[src/rtl/ctrl_pkg.sv]
// Shared constants for the multi-cycle RV32I sequencing controller.
package ctrl_pkg;
  localparam logic [2:0] S_IDLE   = 3'd0;
  localparam logic [2:0] S_FETCH  = 3'd1;
  localparam logic [2:0] S_DECODE = 3'd2;
  localparam logic [2:0] S_EXEC   = 3'd3;
  localparam logic [2:0] S_MEM    = 3'd4;
  localparam logic [2:0] S_WB     = 3'd5;
  localparam logic [2:0] S_TRAP   = 3'd6;

  localparam logic PC_SRC_SEQ = 1'b0;
  localparam logic PC_SRC_TGT = 1'b1;

  localparam logic WB_ALU = 1'b0;
  localparam logic WB_MEM = 1'b1;

  localparam int unsigned DEFAULT_MEM_TIMEOUT = 16;
endpackage

[src/rtl/bus_timeout_counter.sv]
// Counts cycles a memory request has been waiting; expired flags the last permitted cycle.
module bus_timeout_counter
  import ctrl_pkg::*;
#(
  parameter int unsigned LIMIT = DEFAULT_MEM_TIMEOUT
) (
  input  logic clk,
  input  logic rst_n,
  input  logic clr,
  input  logic en,
  output logic expired
);
  logic [7:0] count;

  always_ff @(posedge clk or negedge rst_n) begin
    if (!rst_n) begin
      count <= '0;
    end else if (clr) begin
      count <= '0;
    end else if (en && !expired) begin
      count <= count + 8'd1;
    end
  end

  assign expired = (count == 8'(LIMIT - 1));
endmodule

[src/rtl/multicycle_controller.sv]
// Multi-cycle sequencing FSM: fetch, decode, execute, memory, writeback and retire.
module multicycle_controller
  import ctrl_pkg::*;
#(
  parameter int unsigned MEM_TIMEOUT = DEFAULT_MEM_TIMEOUT,
  parameter int unsigned CNT_W       = 32
) (
  input  logic             clk,
  input  logic             rst_n,
  input  logic             run,
  input  logic             trap_clr,
  input  logic             imem_ready,
  input  logic             dmem_ready,
  input  logic             dec_valid,
  input  logic             dec_mem_write_en,
  input  logic             dec_mem_to_reg,
  input  logic             dec_reg_write_en,
  input  logic             dec_branch_en,
  input  logic             dec_jump_en,
  input  logic             alu_zero,
  output logic             imem_req,
  output logic             ir_we,
  output logic             dmem_req,
  output logic             dmem_we,
  output logic             rf_we,
  output logic             wb_sel,
  output logic             pc_we,
  output logic             pc_src,
  output logic             busy,
  output logic             trap,
  output logic [2:0]       state_o,
  output logic [CNT_W-1:0] retired
);
  logic [2:0] state;
  logic [2:0] next;
  logic       retire;
  logic       waiting;
  logic       expired;

  // Counter runs only while a request is outstanding; any other cycle clears it,
  // which covers entry into FETCH/MEM from every predecessor (including MEM->FETCH).
  assign waiting = ((state == S_FETCH) && !imem_ready) ||
                   ((state == S_MEM)   && !dmem_ready);

  bus_timeout_counter #(.LIMIT(MEM_TIMEOUT)) u_timeout (
    .clk     (clk),
    .rst_n   (rst_n),
    .clr     (!waiting),
    .en      (waiting),
    .expired (expired)
  );

  always_comb begin
    next    = state;
    ir_we   = 1'b0;
    pc_we   = 1'b0;
    pc_src  = PC_SRC_SEQ;
    rf_we   = 1'b0;
    dmem_we = 1'b0;
    wb_sel  = WB_ALU;
    retire  = 1'b0;
    case (state)
      S_IDLE:   if (run) next = S_FETCH;
      S_FETCH: begin
        if (imem_ready) begin
          ir_we = 1'b1;
          next  = S_DECODE;
        end else if (expired) begin
          next = S_TRAP;
        end
      end
      S_DECODE: next = dec_valid ? S_EXEC : S_TRAP;
      S_EXEC: begin
        if (dec_branch_en) begin
          pc_we  = 1'b1;
          pc_src = alu_zero;
          retire = 1'b1;
        end else if (dec_mem_write_en || dec_mem_to_reg) begin
          next = S_MEM;
        end else if (dec_reg_write_en || dec_jump_en) begin
          next = S_WB;
        end else begin
          next = S_TRAP;
        end
      end
      S_MEM: begin
        dmem_we = dec_mem_write_en;
        if (dmem_ready) begin
          if (dec_mem_write_en) begin
            pc_we  = 1'b1;
            retire = 1'b1;
          end else begin
            next = S_WB;
          end
        end else if (expired) begin
          next = S_TRAP;
        end
      end
      S_WB: begin
        rf_we  = 1'b1;
        wb_sel = dec_mem_to_reg;
        pc_we  = 1'b1;
        pc_src = dec_jump_en;
        retire = 1'b1;
      end
      S_TRAP:   if (trap_clr) next = S_IDLE;
      default:  next = S_TRAP;
    endcase
    if (retire) next = run ? S_FETCH : S_IDLE;
  end

  always_ff @(posedge clk or negedge rst_n) begin
    if (!rst_n) begin
      state   <= S_IDLE;
      retired <= '0;
    end else begin
      state <= next;
      if (retire) retired <= retired + CNT_W'(1);
    end
  end

  assign imem_req = (state == S_FETCH);
  assign dmem_req = (state == S_MEM);
  assign trap     = (state == S_TRAP);
  assign busy     = (state != S_IDLE) && (state != S_TRAP);
  assign state_o  = state;
endmodule

[config.mk]
export PLATFORM = sky130hd
export DESIGN_NAME = multicycle_controller
export DESIGN_NICKNAME = d
export VERILOG_FILES = /design/src/rtl/ctrl_pkg.sv /design/src/rtl/bus_timeout_counter.sv /design/src/rtl/multicycle_controller.sv
export SDC_FILE = /design/constraint.sdc
export NUM_CORES = 1
export LEC_CHECK = 0
export CAP_MARGIN = 20
export CORE_MARGIN = 5
export CORE_UTILIZATION = 45
export CTS_BUF_LIST = sky130_fd_sc_hd__clkbuf_16
export DETAILED_ROUTE_END_ITERATION = 10
export PLACE_DENSITY = 0.77
export SLEW_MARGIN = 20
export SYNTH_ARGS = -nofsm -noshare
export SYNTH_HDL_FRONTEND = slang
export SYNTH_SLANG_ARGS = --single-unit
[constraint.sdc]
create_clock -name clk -period 1.66 [get_ports clk]
set_input_delay 0.415 -clock clk [delete_from_list [all_inputs] [get_ports clk]]
set_output_delay 0.415 -clock clk [all_outputs]
set_load 0.02 [all_outputs]
==> impl_metrics.py <==
metrics = {
    "power_and_ir_drop": {
        "p_leak_nw": 2.13,
        "internal_power_w": 0.00279,
        "p_comb_share_pct": 47.7,
        "p_per_area_mw_per_mm2": 1060,
        "swShare_pct": 34.5,
        "peakVddDrop_mv": 0.642,
        "power_frac_seq_pct": 30.8,
        "p_clk_share_pct": 21.6,
        "power_switching_w": 0.00147,
    },
    "timing": {
        "layout_setup_ws_ps": -205,
        "tightest_slew_ps": 419,
        "rsz0062_at_grt": "true",
        "tns_ps": -3980,
        "setup_viol": 33,
        "fin_crit_sh_pct": 112,
        "hold_viol": 0,
        "maxSlewViolCount": 0,
        "max_slew_margin_pct": 72.0,
        "fmax_mhz": 536,
        "skew_ps": 5.69,
        "fin_crit_ps": 1860,
    },
    "cts": {
        "cts_buffer_depth": 2,
        "clkSlewWorstSetupHoldPaths_ps": 60,
        "numCtsBuffers": 5,
        "hold_buffers": 0,
        "cts_htree_levels": 2,
        "cts_root_buf": "clkbuf_16",
        "clock-sinks": 43,
        "clock_latency_ps": 280,
        "cts_tree": "built",
    },
    "cells_and_area": {
        "drive_above_1_share_pct": 38.6,
        "fin_area_mm2": 0.00400,
        "antenna_cells": 0,
        "n_fill_cell": 339,
        "nNetsFinal": 366,
        "area_delta_synth_final_pct": 67.5,
    },
    "drt": {
        "wl_met1_mm": 3.25,
        "drt_iter0_markers": 103,
        "wl_met3_um": 296,
        "route.detailed.drc": 0,
        "vias": 2275,
        "antenna_left": 0,
        "maxUsedRoutingLayer": "met4",
        "drt-pass1-iter-count": 4,
        "vias_per_cell": 5.39,
        "wl_met2_mm": 3.67,
        "wire_per_inst_um": 17.4,
        "wl_mm": 7.36,
    },
    "worst_setup_path": {
        "rrSetupSlack_ps": -160,
        "worstSetupPathType": "register to output pin",
        "worstSetupEndpointType": "output pin",
        "cp_cell_sequence": "and2b_2 > or3_1 > buf_6",
        "r2r-start": "state_o[1]",
        "r2r_cells": 9,
        "start_kind": "register",
        "critPathTopFamily": "simple AND/OR/NAND/NOR gates",
        "path_max_fanout": 6,
        "slowest_delay_ps": 420,
        "cp_data_arrival_time_ps": 1450,
        "cp_data_required_time_ps": 1240,
        "worstPathBufferInverterCount": 1,
        "slowest_stage": "dfrtp_2",
        "reg2reg_to": "retired[27]",
        "cp_num_cells": 3,
    },
    "yosys": {
        "netlist_instances": 233,
        "yosysSeqAreaShare_pct": 45.0,
        "synth-edff-count": 0,
        "synth_top_area_cell": "dfrtp_1",
        "synthArstFlopShare_pct": 100,
        "synth.most_common_cell": "dfrtp_1",
        "synth_area_mm2": 0.00239,
        "yosys_most_used_dff": "dfrtp_1",
        "synth.area.top_cells": "dfrtp_1, xor2_1, xnor2_1",
        "synth_top_cell_area_share_pct": 45.0,
        "avgSynthCellArea_um2": 10.3,
        "synth.distinct_cells": 46,
        "ys_seq_elements": 43,
        "ys_warn_count": 0,
        "synth_nets": 248,
        "synth_common_cells": "dfrtp_1, xor2_1, nor3_1",
    },
    "placed_design": {
        "placed_area_mm2": 0.00329,
        "place.gp.congestion": 0.897,
        "hpwlAfterDp_mm": 4.42,
        "io_buffers": 57,
    },
    "job": {
        "maxCapViolations": 0,
    },
    "floorplan": {
        "ioPinCount": 58,
        "die_h_um": 82.9,
        "die_width_um": 82.9,
        "core_mm2": 0.00514,
        "fp.dieArea_mm2": 0.00686,
        "initial_utilization_pct": 46.5,
        "rows": 26,
    },
    "global_routing": {
        "grt-ovfl-total": 0,
        "grt_pass1_wl_mm": 12.2,
        "grt_antenna_before_repair": 0,
        "grt_max_degree": 44,
        "grt_pass1_vias": 2438,
        "grt_usage_pct": 21.8,
    },
    "min_path": {
        "hp-class": "input port to asynchronous set/reset pin",
    },
    "outcome": {
        "outcome": "finished with violations",
        "violations": "negative setup slack",
    },
}
## state kept, by name, indices dropped and copies added (netlist names)
name / cells
state_o: 3
retired: 32
u_timeout.count: 8
## metrics by stage
step	worst slack (ps)	power, W	hold WS (ps)	instances	util (%)
after floorplan	15.6	0.00221	119	233	-
final	-205	0.00426	107	422	77.8
after detailed placement	-557	0.00299	406	384	64.0
after CTS	-215	0.00407	117	412	75.4
after global routing	-259	0.00449	134	422	77.8
after global placement	-551	0.00295	403	384	64.0
## cell families (layout without fill, tap and decap cells)
logic type	after synthesis	count (layout)	share of synthesized area, %
XOR/XNOR	35	35	12.8
multiplexers	1	1	0.471
buffers and inverters	23	142	4.82
AO/OA/AOI/OAI	22	22	7.60
adder cells (fa/ha/maj)	2	2	1.05
AND/OR/NAND/NOR	107	107	28.2
flip-flops	43	43	45.0
## worst register-to-register path, stage by stage (launching register included)
cell and delay (ps):
dfrtp_2 450, buf_6 130, and3b_4 170, buf_6 120
a32oi_4 250, buf_12 170, buf_8 110, buf_6 110
nor3_4 40, xor2_1 150
## layer usage
layer  global-route usage (%)  up-vias
met4                     7.43        0
met3                     3.47       14
met1                     28.2     1116
met2                     37.1       78
met5                        0        -
li1                         -     1067
## cell usage in the layout (no fill, tap or decap), types with 11 or more instances in the layout
cell type and instances:
inv_1 14, buf_4 46, xor2_1 23, dlygate4sd2_1 35, buf_6 22, dfrtp_1 40, xnor2_1 12, nand2_1 13
nand3_1 11
## power by group through the flow
stage | registers, W | clock network (W) | logic [W]
2_1_floorplan | 0.00140 | 0 | 0.000806
3_3_place_gp | 0.00134 | 0 | 0.00162
3_5_place_dp | 0.00134 | 0 | 0.00166
4_1_cts | 0.00131 | 0.000922 | 0.00184
5_1_grt | 0.00133 | 0.000978 | 0.00218
6_report | 0.00131 | 0.000918 | 0.00203
## area by class of cell
class / count / area [um^2] / share of cell area, %
Multi-Input combinational cell: 167 / 1520 / 38.1
Timing Repair Buffer: 121 / 1120 / 28.1
Inverter: 13 / 48.8 / 1.22
Tap cell: 70 / 87.6 / 2.19
Sequential cell: 43 / 1080 / 27.0
Clock buffer: 5 / 125 / 3.13
Clock inverter: 3 / 11.3 / 0.281
## how the worst max path moves through the flow
| stage | start | endpoint | slack (ps) |
|---|---|---|---|
| 6_report | state_o[1] | busy | -200 |
| 5_1_grt | state_o[1] | trap | -260 |
| 4_1_cts | state_o[2] | busy | -210 |
| 3_5_place_dp | dec_mem_write_en | pc_we | -560 |
| 3_3_place_gp | dec_mem_write_en | pc_we | -550 |
| 2_1_floorplan | state_o[1] | retired[22] | 20 |
## repair_timing
item | 4_1_cts | 5_1_grt
buffers inserted | 18 | 14
cloned | 2 | 0
pin swaps | 29 | 23
resized for setup | 160 | 24
endpoints found under the setup margin | 72 | 51
(Power assumes the default switching activity.)
